[config.mk]
export PLATFORM = sky130hd
export DESIGN_NAME = mul4_share_ctrl
export DESIGN_NICKNAME = d
export VERILOG_FILES = /design/src/rtl/mul4_pkg.sv /design/src/rtl/mul4_array.sv /design/src/rtl/mul4_share_ctrl.sv
export SDC_FILE = /design/constraint.sdc
export NUM_CORES = 1
export LEC_CHECK = 0
export CAP_MARGIN = 20
export CORE_MARGIN = 2
export CORE_UTILIZATION = 38
export CTS_BUF_LIST = sky130_fd_sc_hd__clkbuf_8
export CTS_CLUSTER_DIAMETER = 30
export DETAILED_ROUTE_END_ITERATION = 6
export PLACE_DENSITY_LB_ADDON = 0.12
export SYNTH_ARGS = -nofsm -noshare
export SYNTH_HDL_FRONTEND = slang
export SYNTH_SLANG_ARGS = --single-unit
export TNS_END_PERCENT = 1
[constraint.sdc]
create_clock -name clk -period 8.74 [get_ports clk]
set_input_delay 1.311 -clock clk [delete_from_list [all_inputs] [get_ports clk]]
set_output_delay 1.311 -clock clk [all_outputs]
set_load 0.03 [all_outputs]
[src/rtl/mul4_pkg.sv]
// Shared types, widths and the round-robin pick helper for the shared 4x4 multiplier.
package mul4_pkg;

  localparam int OPW    = 4;
  localparam int PW     = 8;
  localparam int MAXREQ = 8;

  typedef enum logic [1:0] {IDLE, MUL, RESP} state_t;

  // First set bit of valid scanning upward from ptr with wrap at nreq.
  function automatic logic [2:0] rr_pick(input logic [MAXREQ-1:0] valid,
                                         input logic [2:0]        ptr,
                                         input int                nreq);
    logic [2:0] pick;
    int         idx;
    pick = ptr;
    idx  = 0;
    for (int k = MAXREQ - 1; k >= 0; k--) begin
      if (k < nreq) begin
        idx = (int'(ptr) + k) % nreq;
        if (valid[idx[2:0]]) pick = idx[2:0];
      end
    end
    return pick;
  endfunction

endpackage

[src/rtl/mul4_array.sv]
// Combinational 4x4 unsigned ripple array multiplier built from half/full adder cells.
module mul4_array
  import mul4_pkg::*;
(
  input  logic [OPW-1:0] a,
  input  logic [OPW-1:0] b,
  output logic [PW-1:0]  p
);

  logic [3:0][3:0] pp;
  logic [3:0][4:0] row;
  logic            carry;
  logic            x;
  logic            y;

  // Each row adds the next partial product to the upper bits of the previous row.
  always_comb begin
    pp    = '0;
    row   = '0;
    carry = 1'b0;
    x     = 1'b0;
    y     = 1'b0;
    for (int i = 0; i < 4; i++) begin
      for (int j = 0; j < 4; j++) begin
        pp[i][j] = a[j] & b[i];
      end
    end
    row[0] = {1'b0, pp[0]};
    for (int i = 1; i < 4; i++) begin
      carry = 1'b0;
      for (int j = 0; j < 4; j++) begin
        x         = pp[i][j];
        y         = row[i-1][j+1];
        row[i][j] = x ^ y ^ carry;
        carry     = (x & y) | (carry & (x ^ y));
      end
      row[i][4] = carry;
    end
    p = {row[3], row[2][0], row[1][0], row[0][0]};
  end

endmodule

[src/rtl/mul4_share_ctrl.sv]
// Round-robin sequencer sharing one 4x4 array multiplier among NREQ requesters,
// with registered operands/product and a wrapping completion counter.
module mul4_share_ctrl
  import mul4_pkg::*;
#(
  parameter int NREQ = 4,
  parameter int IDW  = (NREQ > 2) ? $clog2(NREQ) : 1,
  parameter int CNTW = 16
) (
  input  logic              clk,
  input  logic              rst_n,
  input  logic [NREQ-1:0]   req_valid,
  output logic [NREQ-1:0]   req_ready,
  input  logic [4*NREQ-1:0] req_a,
  input  logic [4*NREQ-1:0] req_b,
  output logic              rsp_valid,
  input  logic              rsp_ready,
  output logic [PW-1:0]     rsp_p,
  output logic [IDW-1:0]    rsp_id,
  output logic              busy,
  output logic [CNTW-1:0]   done_cnt
);

  state_t            state;
  state_t            state_nx;
  logic [IDW-1:0]    rr_ptr;
  logic [IDW-1:0]    grant;
  logic [IDW-1:0]    ptr_nx;
  logic [OPW-1:0]    a_r;
  logic [OPW-1:0]    b_r;
  logic [IDW-1:0]    id_r;
  logic [PW-1:0]     p_r;
  logic [PW-1:0]     prod;
  logic [OPW-1:0]    a_sel;
  logic [OPW-1:0]    b_sel;
  logic [MAXREQ-1:0] valid_ext;
  logic [2:0]        ptr_ext;
  logic              take;
  logic              rsp_fire;

  assign valid_ext = MAXREQ'(req_valid);
  assign ptr_ext   = 3'(rr_ptr);
  assign grant     = IDW'(rr_pick(valid_ext, ptr_ext, NREQ));
  assign ptr_nx    = (grant == IDW'(NREQ - 1)) ? '0 : grant + 1'b1;
  assign a_sel     = req_a[int'(grant)*OPW +: OPW];
  assign b_sel     = req_b[int'(grant)*OPW +: OPW];
  assign rsp_fire  = (state == RESP) && rsp_ready;

  mul4_array u_mul (
    .a (a_r),
    .b (b_r),
    .p (prod)
  );

  // A grant can happen from IDLE, or from RESP in the same cycle the consumer takes the product.
  always_comb begin
    state_nx  = state;
    take      = 1'b0;
    req_ready = '0;
    unique case (state)
      IDLE: begin
        if (|req_valid) begin
          take     = 1'b1;
          state_nx = MUL;
        end
      end
      MUL: state_nx = RESP;
      RESP: begin
        if (rsp_ready) begin
          if (|req_valid) begin
            take     = 1'b1;
            state_nx = MUL;
          end else begin
            state_nx = IDLE;
          end
        end
      end
      default: state_nx = IDLE;
    endcase
    if (take) req_ready[grant] = 1'b1;
  end

  always_ff @(posedge clk or negedge rst_n) begin
    if (!rst_n) begin
      state    <= IDLE;
      rr_ptr   <= '0;
      a_r      <= '0;
      b_r      <= '0;
      id_r     <= '0;
      p_r      <= '0;
      done_cnt <= '0;
    end else begin
      state <= state_nx;
      if (take) begin
        a_r    <= a_sel;
        b_r    <= b_sel;
        id_r   <= grant;
        rr_ptr <= ptr_nx;
      end
      if (state == MUL) p_r <= prod;
      if (rsp_fire) done_cnt <= done_cnt + CNTW'(1);
    end
  end

  assign rsp_valid = (state == RESP);
  assign rsp_p     = p_r;
  assign rsp_id    = id_r;
  assign busy      = (state != IDLE);

endmodule

==> results.cfg <==
[global_route]
grt_pass1_vias = 1891
grt_use_total_pct = 15.81
grt.overflow.total = 0
antenna_found_initial = 0
grt_start_max_net_pins = 39
grt_pass1_wl_mm = 8.307

[final_layout]
drive_gt1_share_pct = 9.272
final_common_cell = clkdlybuf4s50_1
fin_nets = 357
fillers = 518
num_antenna_cells = 0
area_delta_synth_final_pct = 36.77
layout_common_cells = clkdlybuf4s50_1, dfrtp_1, nand2_1, nor2_1, and2_1

[power]
fin_total_pwr_uw = 1131
power_density_nw_per_um2 = 354.8
p_leak_uw = 0.001400
ir_drop_mv = 0.1618

[worst_setup_path]
crit_slowest_cell = clkdlybuf4s50_1
critPathLaunchType = primary input
rrSetupSlack_ps = 4740
worst_path_most_repeated_cell = clkdlybuf4s50_1
path_cells = clkdlybuf4s50_1, nor2b_1, a2111oi_0, nand2b_1, inv_1, ha_1, and2_1, clkdlybuf4s50_1
reg2reg_depth = 14
critPathMaxFanout = 13
path_buf_inv = 3
crit_required_ps = 7430
rr_startpoint = b_r[0]$_DFFE_PN0P_
critPathCaptureType = output pin
slowest_delay_ps = 590
crit_family = buffers and inverters
crit_type = in -> out
timing.rr.end = rsp_p[6]$_DFFE_PN0N_
cp.arrival_ps = 3930

[min_path]
min_to = done_cnt[15]$_DFFE_PN0P_
hp-class = reg -> reg
holdPathStages = 1
min-delay-start = done_cnt[15]$_DFFE_PN0P_

[sta]
skew_ps = 11.26
worstMarginPinSlew_ps = 1011
setup_violations = 0
setup_tns_ps = 0
period_needed_ps = 5245
rsz0062_at_grt = false
hold_ws_ps = 478.1
final_hold_viol_count = 0
final-max-slew-violation-count = 0
max_slew_margin_pct = 32.63
period_share_pct = 60.01
fmax_ghz = 0.1907

[cts]
clk-insertion-delay-late_ps = 300
postCtsResizedCells = 0
cts_made_buffers = 5
htree_levels = 2
postCtsSetupRepairBufs = 0
cts_root_buffer = clkbuf_8
clockBufferDepth = 2
clk_pin_slew_worst_paths_ps = 80
cts_hold_buf = 0
cts_tree = done
cts.sinks = 38

[floorplan]
die_w_um = 82.32
ioPinCount = 71
rows = 28
die_height_um = 82.32
core-area_um2 = 5921
floorplan.initialDensity_pct = 39.37
floorplan.die_area_um2 = 6777

[yosys]
ys_warn_count = 0
syn-cell-area_um2 = 2331
post_synth_num_cell_types = 38
ys_seq_area_share_pct = 40.79
yosys_register_bits = 38
syn_inst = 231
syn_avg_cell_area_um2 = 10.09
synth_nets = 287

[detailed_routing]
wirelength_mm = 5.040
wl_per_cell_um = 13.37
drt_iter0_drc = 81
vias_per_cell = 5.042
drc = 0
ant_nets = 0
first_pass_iters = 4
dr_total_vias = 1901

[placement]
gp_congestion = 0.7734
portBuffers = 70
hpwl_mm = 3.879

[run_status]
status = finished, final reports clean

[flow_run]
maxCapViolCount = 0
## final cells by class
class,count,area (um^2),area share [%]
well taps,75,93.84,2.943
multi-input cells,172,1281,40.19
clock inverters,3,45.04,1.413
inverters,14,52.55,1.648
flip-flops and latches,38,950.9,29.83
clock buffers,5,68.82,2.159
repair buffers,70,695.7,21.82
## registers in the layout, summed over array words and instances (netlist names)
name / flops
a_r: 4
b_r: 4
done_cnt: 16
rr_ptr: 2
rsp_id: 2
rsp_p: 8
state: 2
## cells by family after synthesis
logic type,synth area share (%)
xor+xnor,5.636
flops,40.79
buf+inv,4.240
compound gates,12.51
fa+ha+maj,11.70
simple gates,20.29
mux,4.831
## layer usage
| layer | wire (um) | global-route usage [%] |
|---|---|---|
| met3 | 378 | 4.022 |
| met2 | 2303 | 25.73 |
| met4 | 53 | 6.167 |
| met5 | 0 | 0 |
| met1 | 2303 | 20.11 |
## how the worst max path moves through the flow
stage                             from           end  slack [ps]  depth (start not counted)
after floorplan           req_valid[2]  req_ready[3]        4810                          6
after global placement    req_valid[2]  req_ready[2]        3550                          8
after detailed placement  req_valid[2]  req_ready[0]        3500                          8
after CTS                 req_valid[2]  req_ready[2]        3490                          8
after global routing      req_valid[0]  req_ready[1]        3350                          8
final                     req_valid[0]  req_ready[0]        3500                          8
## worst reg2reg max path, cell delays in order (launching register included)
cell and delay (ps):
dfrtp_1 420, and2_1 150, ha_1 140, inv_1 50, fa_1 380, fa_1 470, fa_1 420, fa_1 490
inv_1 50, fa_1 380, inv_1 70, fa_1 150, inv_1 50, fa_1 430, mux2_2 260
## Yosys cell counts
| cell | count | area, um^2 |
|---|---|---|
| dfrtp_1 | 38 | 950.9 |
| nand2_1 | 34 | 127.6 |
| nor2_1 | 15 | 56.30 |
| and2_1 | 14 | 87.58 |
| inv_1 | 13 | 48.80 |
| nand3_1 | 12 | 60.06 |
| mux2_2 | 10 | 112.6 |
| xnor2_1 | 10 | 87.58 |
| ha_1 | 9 | 112.6 |
| o21ai_0 | 9 | 45.04 |
| a31oi_1 | 8 | 50.05 |
| a41o_1 | 8 | 80.08 |
| fa_1 | 8 | 160.2 |
| nor2b_1 | 5 | 31.28 |
| xor2_1 | 5 | 43.79 |
| buf_2 | 3 | 15.01 |
| nand2b_1 | 3 | 18.77 |
| o21ai_1 | 3 | 15.01 |
| a221oi_4 | 2 | 52.55 |
| and4_1 | 2 | 17.52 |
| buf_6 | 2 | 22.52 |
| nand4_1 | 2 | 12.51 |
| a2111oi_0 | 1 | 8.760 |
| a21bo_2 | 1 | 10.01 |
| a21oi_1 | 1 | 5.000 |
| a221o_2 | 1 | 11.26 |
| and3_1 | 1 | 6.260 |
| and4b_1 | 1 | 10.01 |
| clkbuf_1 | 1 | 3.750 |
| clkbuf_2 | 1 | 5.000 |
| inv_2 | 1 | 3.750 |
| nor2_4 | 1 | 11.26 |
| nor3_1 | 1 | 5.000 |
| nor3_2 | 1 | 10.01 |
| nor3b_2 | 1 | 12.51 |
| o21a_1 | 1 | 7.510 |
| o22ai_1 | 1 | 6.260 |
| or2_2 | 1 | 6.260 |
## report_power, final
group | internal [uW] | switching (uW) | total [uW]
clock network | 85.0 | 68.2 | 153
registers | 240 | 63.0 | 303
logic | 310 | 365 | 675
## stage by stage
step                      worst slack (ps)  area [um^2]  util, %  cells
after global routing                  3349         3188    53.85    377
after detailed placement              3496         3074    51.92    369
after CTS                             3489         3188    53.85    377
after floorplan                       4811         2331        -    231
after global placement                3555         3074    51.92    369
final                                 3495         3188    53.85    377
Note: power is estimated with default switching activity, not from simulation.
